**src/rtl/calc_pkg.sv**
```systemverilog
// Shared definitions for the parametrised sequential calculator.
//   op_e        : operation encodings seen on the op port
//   state_e     : handshake FSM states
//   cnt_width() : iteration counter width needed to count 0..WIDTH
package calc_pkg;

  typedef enum logic [1:0] {
    OP_ADD = 2'b00,
    OP_SUB = 2'b01,
    OP_MUL = 2'b10,
    OP_DIV = 2'b11
  } op_e;

  typedef enum logic [1:0] {
    IDLE = 2'b00,
    CALC = 2'b01,
    FIX  = 2'b10,
    DONE = 2'b11
  } state_e;

  function automatic int cnt_width(input int width);
    return $clog2(width + 1);
  endfunction

endpackage

```
**src/rtl/seq_muldiv_unit.sv**
```systemverilog
// Unsigned WIDTH-iteration shift-add multiplier / restoring divider.
// Ports:
//   clk, rst      : clock, synchronous active-high reset
//   start         : load opa/opb and begin WIDTH iterations on the next edges
//   mode          : 0 multiply, 1 divide
//   opa, opb      : multiplier/multiplicand or dividend/divisor (magnitudes)
//   done          : high during the last iteration cycle
//   prod          : 2*WIDTH product (valid after the last iteration)
//   quot, rem     : quotient / remainder (valid after the last iteration)
module seq_muldiv_unit #(
  parameter int WIDTH = 16,
  parameter int CNT_W = $clog2(WIDTH + 1)
) (
  input  logic               clk,
  input  logic               rst,
  input  logic               start,
  input  logic               mode,
  input  logic [WIDTH-1:0]   opa,
  input  logic [WIDTH-1:0]   opb,
  output logic               done,
  output logic [2*WIDTH-1:0] prod,
  output logic [WIDTH-1:0]   quot,
  output logic [WIDTH-1:0]   rem
);

  // acc holds {high, low}: for MUL {partial sum, remaining multiplier bits},
  // for DIV {partial remainder, dividend bits shifting into quotient bits}.
  logic [2*WIDTH-1:0] acc;
  logic [2*WIDTH-1:0] acc_nxt;
  logic [WIDTH-1:0]   opd;
  logic               mode_q;
  logic               run;
  logic [CNT_W-1:0]   cnt;
  logic [WIDTH:0]     add_sum;
  logic [WIDTH:0]     shifted;
  logic [WIDTH+1:0]   trial;

  always_comb begin
    add_sum = {1'b0, acc[2*WIDTH-1:WIDTH]} + {1'b0, opd & {WIDTH{acc[0]}}};
    shifted = {acc[2*WIDTH-1:WIDTH], acc[WIDTH-1]};
    trial   = {1'b0, shifted} - {2'b00, opd};
    acc_nxt = acc;
    if (mode_q) begin
      // Negative trial: keep the shifted remainder, quotient bit 0.
      if (trial[WIDTH+1]) acc_nxt = {acc[2*WIDTH-2:0], 1'b0};
      else                acc_nxt = {trial[WIDTH-1:0], acc[WIDTH-2:0], 1'b1};
    end else begin
      acc_nxt = {add_sum, acc[WIDTH-1:1]};
    end
  end

  assign done = run && (cnt == CNT_W'(WIDTH - 1));
  assign prod = acc;
  assign quot = acc[WIDTH-1:0];
  assign rem  = acc[2*WIDTH-1:WIDTH];

  always_ff @(posedge clk) begin
    if (rst) begin
      acc    <= '0;
      opd    <= '0;
      mode_q <= 1'b0;
      run    <= 1'b0;
      cnt    <= '0;
    end else if (start) begin
      acc    <= {{WIDTH{1'b0}}, opa};
      opd    <= opb;
      mode_q <= mode;
      run    <= 1'b1;
      cnt    <= '0;
    end else if (run) begin
      acc <= acc_nxt;
      cnt <= cnt + 1'b1;
      if (done) run <= 1'b0;
    end
  end

endmodule

```
**src/rtl/calc_core_param.sv**
```systemverilog
// Parametrised multi-cycle integer calculator (ADD/SUB/MUL/DIV, signed or
// unsigned per operation) with valid/ready handshakes on both sides.
// Ports:
//   clk, rst             : clock, synchronous active-high reset
//   in_valid, in_ready   : request handshake (in_ready only in IDLE)
//   op, is_signed, a, b  : operation, signedness, operands (captured at accept)
//   out_valid, out_ready : result handshake (out_valid only in DONE)
//   result, remainder    : result / DIV remainder (0 for non-DIV)
//   overflow             : result not representable
//   div_by_zero          : DIV with b==0
//   busy                 : high in CALC or FIX
//
// state | meaning
// IDLE  | waiting for in_valid, in_ready high
// CALC  | ADD/SUB/div-by-zero resolve in one cycle; MUL/DIV iterate WIDTH times
// FIX   | apply operand signs to MUL/DIV magnitudes, form flags
// DONE  | result held until out_ready
module calc_core_param
  import calc_pkg::*;
#(
  parameter int WIDTH = 16,
  parameter int CNT_W = cnt_width(WIDTH)
) (
  input  logic             clk,
  input  logic             rst,
  input  logic             in_valid,
  output logic             in_ready,
  input  logic [1:0]       op,
  input  logic             is_signed,
  input  logic [WIDTH-1:0] a,
  input  logic [WIDTH-1:0] b,
  output logic             out_valid,
  input  logic             out_ready,
  output logic [WIDTH-1:0] result,
  output logic [WIDTH-1:0] remainder,
  output logic             overflow,
  output logic             div_by_zero,
  output logic             busy
);

  state_e             state_q, state_d;
  op_e                op_q;
  logic               sgn_q;
  logic [WIDTH-1:0]   a_q, b_q;

  logic               accept;
  logic               mu_start, mu_done;
  logic [WIDTH-1:0]   mag_a, mag_b;
  logic [2*WIDTH-1:0] mu_prod;
  logic [WIDTH-1:0]   mu_quot, mu_rem;

  logic [WIDTH:0]     sum_ext, dif_ext;
  logic [WIDTH-1:0]   as_res;
  logic               as_ovf;
  logic               neg_p, neg_a, b_zero;
  logic [2*WIDTH-1:0] prod_s;
  logic [WIDTH:0]     prod_top;
  logic               mul_ovf, div_ovf;
  logic [WIDTH-1:0]   q_s, r_s;

  assign in_ready  = (state_q == IDLE);
  assign out_valid = (state_q == DONE);
  assign busy      = (state_q == CALC) || (state_q == FIX);
  assign accept    = in_valid && in_ready;

  // Magnitudes come straight from the ports so the iterative unit is loaded
  // on the acceptance edge and its WIDTH iterations fill the CALC cycles.
  assign mag_a    = (is_signed && a[WIDTH-1]) ? (~a + 1'b1) : a;
  assign mag_b    = (is_signed && b[WIDTH-1]) ? (~b + 1'b1) : b;
  assign mu_start = accept && (op[1] && !(op[0] && (b == '0)));

  seq_muldiv_unit #(
    .WIDTH (WIDTH),
    .CNT_W (CNT_W)
  ) u_muldiv (
    .clk   (clk),
    .rst   (rst),
    .start (mu_start),
    .mode  (op[0]),
    .opa   (mag_a),
    .opb   (mag_b),
    .done  (mu_done),
    .prod  (mu_prod),
    .quot  (mu_quot),
    .rem   (mu_rem)
  );

  always_comb begin
    b_zero  = (b_q == '0);
    neg_a   = sgn_q && a_q[WIDTH-1];
    neg_p   = sgn_q && (a_q[WIDTH-1] ^ b_q[WIDTH-1]);
    sum_ext = {1'b0, a_q} + {1'b0, b_q};
    dif_ext = {1'b0, a_q} - {1'b0, b_q};
    if (op_q == OP_SUB) begin
      as_res = dif_ext[WIDTH-1:0];
      as_ovf = sgn_q ? ((a_q[WIDTH-1] != b_q[WIDTH-1]) && (as_res[WIDTH-1] != a_q[WIDTH-1]))
                     : dif_ext[WIDTH];
    end else begin
      as_res = sum_ext[WIDTH-1:0];
      as_ovf = sgn_q ? ((a_q[WIDTH-1] == b_q[WIDTH-1]) && (as_res[WIDTH-1] != a_q[WIDTH-1]))
                     : sum_ext[WIDTH];
    end
    prod_s   = neg_p ? (~mu_prod + 1'b1) : mu_prod;
    prod_top = prod_s[2*WIDTH-1:WIDTH-1];
    mul_ovf  = sgn_q ? !((&prod_top) || (~|prod_top)) : (|mu_prod[2*WIDTH-1:WIDTH]);
    q_s      = neg_p ? (~mu_quot + 1'b1) : mu_quot;
    r_s      = neg_a ? (~mu_rem + 1'b1) : mu_rem;
    // Only MIN / -1 yields a positive quotient magnitude of 2^(WIDTH-1).
    div_ovf  = sgn_q && !neg_p && mu_quot[WIDTH-1];
  end

  always_comb begin
    state_d = state_q;
    unique case (state_q)
      IDLE: if (in_valid) state_d = CALC;
      CALC: begin
        if (!op_q[1] || (op_q == OP_DIV && b_zero)) state_d = DONE;
        else if (mu_done)                            state_d = FIX;
      end
      FIX:  state_d = DONE;
      DONE: if (out_ready) state_d = IDLE;
      default: state_d = IDLE;
    endcase
  end

  always_ff @(posedge clk) begin
    if (rst) state_q <= IDLE;
    else     state_q <= state_d;
  end

  always_ff @(posedge clk) begin
    if (rst) begin
      op_q        <= OP_ADD;
      sgn_q       <= 1'b0;
      a_q         <= '0;
      b_q         <= '0;
      result      <= '0;
      remainder   <= '0;
      overflow    <= 1'b0;
      div_by_zero <= 1'b0;
    end else begin
      unique case (state_q)
        IDLE: if (in_valid) begin
          op_q        <= op_e'(op);
          sgn_q       <= is_signed;
          a_q         <= a;
          b_q         <= b;
          overflow    <= 1'b0;
          div_by_zero <= 1'b0;
        end
        CALC: begin
          if (!op_q[1]) begin
            result    <= as_res;
            remainder <= '0;
            overflow  <= as_ovf;
          end else if (op_q == OP_DIV && b_zero) begin
            result      <= '1;
            remainder   <= a_q;
            overflow    <= 1'b0;
            div_by_zero <= 1'b1;
          end
        end
        FIX: begin
          if (op_q == OP_MUL) begin
            result    <= prod_s[WIDTH-1:0];
            remainder <= '0;
            overflow  <= mul_ovf;
          end else begin
            result    <= q_s;
            remainder <= r_s;
            overflow  <= div_ovf;
          end
        end
        default: ;
      endcase
    end
  end

endmodule

```
**config.mk**
```make
export PLATFORM = sky130hd
export DESIGN_NAME = calc_core_param
export DESIGN_NICKNAME = d
export VERILOG_FILES = /design/src/rtl/calc_pkg.sv /design/src/rtl/seq_muldiv_unit.sv /design/src/rtl/calc_core_param.sv
export SDC_FILE = /design/constraint.sdc
export NUM_CORES = 1
export LEC_CHECK = 0
export CAP_MARGIN = 5
export CORE_MARGIN = 5
export CORE_UTILIZATION = 40
export CTS_BUF_LIST = sky130_fd_sc_hd__clkbuf_2 sky130_fd_sc_hd__clkbuf_4 sky130_fd_sc_hd__clkbuf_8
export CTS_CLUSTER_DIAMETER = 100
export CTS_CLUSTER_SIZE = 10
export DETAILED_ROUTE_END_ITERATION = 16
export PLACE_DENSITY_LB_ADDON = 0.15
export SYNTH_ARGS = -nofsm -noshare
export SYNTH_HDL_FRONTEND = slang
export SYNTH_SLANG_ARGS = --single-unit
```
**constraint.sdc**
```tcl
create_clock -name clk -period 8.3 [get_ports clk]
set_input_delay 1.66 -clock clk [delete_from_list [all_inputs] [get_ports clk]]
set_output_delay 1.66 -clock clk [all_outputs]
set_load 0.01 [all_outputs]
```
## Word level (Yosys, flattened, before mapping)

Index checks and enable logic that the tools add are counted.

| operators by class | value |
|---|---|
| muxes and demuxes | 38 |
| reduce and logical (&&, ||, !) cells | 38 |
| add/subtract/negate cells | 10 |
| bitwise logic cells | 7 |
| eq/ne operators | 17 |

Operators by type and width:

| kind | count |
|---|---|
| $mux 16 | 13 |
| $mux 32 | 3 |
| $add 16x1->16 const B | 4 |
| $not 16->16 | 4 |
| $pmux 16 s2 | 2 |
| $add 16x16->17 | 2 |
| $add 32x1->32 const B | 1 |
| $logic_not 16->1 | 2 |
| $not 32->32 | 1 |
| $sub 17x16->18 | 1 |
| $reduce_and 17->1 | 1 |
| $reduce_or 17->1 | 1 |
| $sub 16x16->17 | 1 |
| $and 16x16->16 | 1 |
| $reduce_or 16->1 | 1 |
| $logic_and 1x1->1 | 14 |
| $mux 1 | 13 |
| $eq 2x2->1 const B | 4 |
| $mux 2 | 4 |
| $pmux 2 s4 | 1 |
| $ne 3x2->1 const B | 2 |
| $reduce_and 3->1 | 2 |
| $reduce_bool 2->1 | 3 |
| $add 5x1->5 const B | 1 |
| 16 further kinds | 28 |

| word-level totals | value |
|---|---|
| input port bits | 39 |
| bits in registers | 126 |
| output and inout port bits | 37 |

## Depth between registers and ports, before layout

| logic depth | value |
|---|---|
| depth in word-level cells | 10 |
| depth in mapped cells | 13 |
| gate-level depth less buffers | 13 |

## By module

Synthesis repeated with hierarchy kept, for this count alone.

| second synthesis, totals | value |
|---|---|
| cells, all modules | 1550 |
| area total of the unflattened synthesis | 11397.2 um^2 |

Modules (own cells, without submodules):

| module | area an instance (um^2) | sequential area each (um^2) | cells an instance | times used |
|---|---|---|---|---|
| calc_core_param | 6984.2 | 1421.4 | 989 | 1 |
| seq_muldiv_unit | 4413.0 | 1101.1 | 561 | 1 |

## Worst setup path before layout

Ideal clock, no wire load.

| timing | value |
|---|---|
| path kind | input to register |
| start | input port b[0] |
| end | register u_muldiv.acc[9] (netlist: u_muldiv.prod[9]) |
| setup slack | 4.944 ns |
| path buffers | 2 |
| data required time | 8.163 ns |
| cell stages on the path | 10 |
| arrival | 3.218 ns |
| cell sequence | inv_1 ha_1 nand3_1 nor2_1 nand3_1 o41a_1 clkbuf_1 clkbuf_1 a211oi_1 a211oi_1 |

| between the ends | value |
|---|---|
| longest elaborated chain between the ends | 6 |
| elaborated cells between the ends (all ways) | 7 |
| those cells by class | mux (1); reduce/logical (6) |

RTL lines:

| what | line | text |
|---|---|---|
| from (decl) | calc_core_param.sv:31 | `input logic [WIDTH-1:0] b,` |
| $logic_not 16->1 * | calc_core_param.sv:70 | `assign mu_start = accept && (op[1] && !(op[0] && (b == '0)));` |
| $logic_and 1x1->1 * | calc_core_param.sv:70 |  |
| $logic_not 1->1 * | calc_core_param.sv:70 |  |
| $logic_and 1x1->1 * (2 in series) | calc_core_param.sv:70 |  |
| $mux 16 or $reduce_bool 2->1 (tied branches) | n/a |  |
| to (signal assigned) | seq_muldiv_unit.sv:65 | `acc <= {{WIDTH{1'b0}}, opa};` |
| to (signal assigned) | seq_muldiv_unit.sv:71 | `acc <= acc_nxt;` |
| to (decl) | seq_muldiv_unit.sv:28 | `logic [2*WIDTH-1:0] acc;` |

Mark *: on every way between the ends. The rest lies on a longest branch, timed or not.
A chain may end at the register's enable or synchronous reset.

## Worst setup path in the final report

| timing | value |
|---|---|
| start | input port b[0] |
| end | register u_muldiv.acc[27] (netlist: u_muldiv.prod[27]) |

| between the ends | value |
|---|---|
| longest elaborated chain between the ends | 6 |

RTL lines:

| what | line |
|---|---|
| $logic_not 16->1 | calc_core_param.sv:70 |
| $logic_and 1x1->1 | calc_core_param.sv:70 |
| $logic_not 1->1 | calc_core_param.sv:70 |
| $logic_and 1x1->1 (2 in series) | calc_core_param.sv:70 |
| $reduce_or 2->1 (no source line) | n/a |

Every way passes these cells.

==> impl_results.md <==
* Vert. Die Dim at 172 um
* Vias in the first global route at 9790
* Seq/Total Area, Yosys at 23.9%
* I/O pin cnt at 76
* Critical Path End: u_muldiv.prod[27]$_SDFFE_PP0P_
* CORE AREA at 0.0260 mm2
* Largest net degree at the start of global routing at 73
* YS warnings at 0
* CTS tree: built
* Critical path's slowest cell: or2_0
* Top cell type's share of synthesized area at 23.9%
* Final setup fails at 0
* Final Hold Viols at 0
* Reg clk slew, reported paths at 0.08 ns
* # rows at 59
* Crit end category: register
* First-pass GRT wire length at 54900 um
* Non-filler cells in the finished layout at 1783
* Post-layout min period at 4.08 ns
* Critical path required time at 8.67 ns
* Worst VDD drop at 0.193 mV
* Post-synth top area cell: dfxtp_1
* N_diodes at 0
* Buf+Inv Stages, Crit Path at 2
* Synth area leaders: dfxtp_1 (24%), ha_1 (8.8%), a21oi_1 (6.3%)
* Final hold slack at 0.452 ns
* Initial antenna violation count at 0
* Worst path top cell family by delay: simple AND/OR/NAND/NOR gates
* Reg2reg path depth at 11
* Post-synth EDFFs at 0
* DRC Markers at 0
* CTS max path bufs at 2
* Seq cells post-synth at 126
* HPWL after DPL at 27100 um
* Average instance area after synthesis at 7.35 um2
* Cell variety after synth at 72
* WS Path Type: input port to register
* CP max stage delay at 0.54 ns
* Clk root buf: clkbuf_8
* Inserted Clock Buffers at 17
* Critical Path Stages at 10
* Fin nets at 1552
* RSZ-0062 raised after global routing: false
* Mapped Cells at 1435
* Slew HR at 32.6%
* Count leader, synth: nor2_1
* DRT Pass-1 Iters at 5
* Share of post-route cells with drive strength above 1 at 4.97%
* Iter 0 DRT Violations at 857
* Worst-Margin Slew at 1.01 ns
* Initial core utilization at 40.6%
* Setup Skew at 0.0182 ns
* Hold-fix buffers, CTS at 0
* Leakage Power at 0.00448 uW
* Clock sink count at 126
* R2r startpoint: u_muldiv.prod[17]$_SDFFE_PP0P_
* Die ar. at 0.0297 mm2
* Final GP Congestion at 0.961
* Total grt overflow at 0
* Worst Path Max Fanout at 14
* Worst-skew pair later-pin latency at 0.47 ns
* Post-CTS setup buffers at 0
* Htree depth at 4
* TNS Setup at 0 ns
* Via density at 5.87
* Power density cells at 306 mW/mm2
* Input/output buffers at 75
* Vias at 10469
* CP most frequent cell: nand3_1
* Fmax at 245 MHz
* Post-DRT Antenna Nets at 0
* Async set or reset register ratio after synthesis at 0%
* Max Transition Viols Final at 0
* Cell count after placement at 1751
* Most frequent cells after synthesis: nor2_1 (172), nand2_1 (145), a21oi_1 (133)
* Mapped cell area at 0.0105 mm2
* Status: completed
* R2R Path End: overflow$_SDFFE_PP0P_
* Synth Flop Type: dfxtp_1
* Worst setup startpoint: b[0]
* Post_cts resized at 0
* Die Wd at 172 um
* Hold Crit Class: register to register
* Overall Global Routing Usage at 23.5%
* Drt wl/cell at 19.7 um
* Flop2flop setup slack at 4.47 ns
* Crit path DAT at 4.45 ns
* Detailed Route WL at 35100 um
* Synth-to-Final Area Change at 11.6%
* Critical-path cell list: clkdlybuf4s50_1, inv_1, ha_1, nand3_1, nor2_1, nand3_1, o41a_2, or2_0, o32a_1, o31ai_1
* Crit start category: input port
* Max_cap viols at 0
* Post-Syn Nets at 1552
* Final Cycle Share at 49.1%
worst reg2reg max path, delay by kind of cell (launching register included):
family,cells,cell delay (ns)
simple gates,3,1.37
compound gates,5,1.08
buf+inv,1,0.35
xor+xnor,1,0.15
flops,1,0.46
fa+ha+maj,1,0.32
power by group:
group	internal, uW	switching (uW)	leakage [uW]	total [uW]
Sequential	749	221	0.00103	970
Clock	254	292	0.000178	546
Combinational	832	1250	0.00327	2090
stage by stage:
step | total power [uW] | util, % | instance area (um2) | setup slack, ns
6_report | 3600 | 45.3 | 11800 | 4.22
5_1_grt | 3880 | 45.3 | 11800 | 4.02
4_1_cts | 3600 | 45.3 | 11800 | 4.24
3_5_place_dp | 3050 | 43.8 | 11400 | 3.76
3_3_place_gp | 3040 | 43.8 | 11400 | 3.87
2_1_floorplan | 2410 | - | 10500 | 4.94
state kept, by name, indices dropped and copies added (netlist names), 2 cells and up:
signal	cells
state_q	2
u_muldiv.opd	16
u_muldiv.prod	32
op_q	2
u_muldiv.cnt	5
b_q	16
a_q	16
remainder	16
result	16
layer usage:
| metal | GRT usage [%] | vias up | part of all wire (%) |
|---|---|---|---|
| li1 | - | 5139 | - |
| met1 | 32.7 | 4953 | 46 |
| met2 | 37.5 | 316 | 45 |
| met3 | 3.75 | 61 | 6.1 |
| met4 | 7.01 | 0 | 2.7 |
| met5 | 0 | - | 0 |
worst min-delay path by stage:
stage	from	endpoint	slack, ns	cells after the start
3_3_place_gp	result[10]$_SDFFE_PP0P_	result[10]$_SDFFE_PP0P_	0.44	2
6_report	result[10]$_SDFFE_PP0P_	result[10]$_SDFFE_PP0P_	0.45	2
4_1_cts	result[10]$_SDFFE_PP0P_	result[10]$_SDFFE_PP0P_	0.46	2
3_5_place_dp	result[10]$_SDFFE_PP0P_	result[10]$_SDFFE_PP0P_	0.44	2
5_1_grt	result[10]$_SDFFE_PP0P_	result[10]$_SDFFE_PP0P_	0.48	2
2_1_floorplan	u_muldiv.opd[15]$_SDFFE_PP0P_	u_muldiv.opd[15]$_SDFFE_PP0P_	0.45	2
area by class of cell:
cell class / instances / area, um2
multi-input cells: 1129 / 7330
fillers: 2755 / 14200
clock buffers: 19 / 255
clock inverters: 13 / 130
repair buffers: 86 / 831
flip-flops and latches: 126 / 2520
inverters: 75 / 282
well taps: 335 / 419
kinds of logic (layout without fill, tap and decap cells):
| kind of cell | count (synthesis) | after routing | share of synthesized area (%) |
|---|---|---|---|
| AND/OR/NAND/NOR | 509 | 509 | 23.0 |
| AO/OA/AOI/OAI | 407 | 407 | 25.3 |
| buffers and inverters | 180 | 193 | 6.62 |
| flip-flops | 126 | 126 | 23.9 |
| XOR/XNOR | 101 | 101 | 8.39 |
| adder cells (fa/ha/maj) | 78 | 78 | 9.54 |
| multiplexers | 34 | 34 | 3.27 |
cell usage in the layout (no fill, tap or decap), drive strengths merged, types with 19 or more instances in the layout:
| cell type | instances |
|---|---|
| a211oi | 49 |
| a21oi | 133 |
| a221oi | 25 |
| a31oi | 19 |
| clkbuf | 19 |
| clkdlybuf4s50 | 74 |
| dfxtp | 126 |
| ha | 74 |
| inv | 80 |
| mux2i | 30 |
| nand2 | 145 |
| nor2 | 172 |
| nor3 | 56 |
| o21ai | 60 |
| xnor2 | 55 |
| xor2 | 46 |
Note: power is estimated with default switching activity, not from simulation.
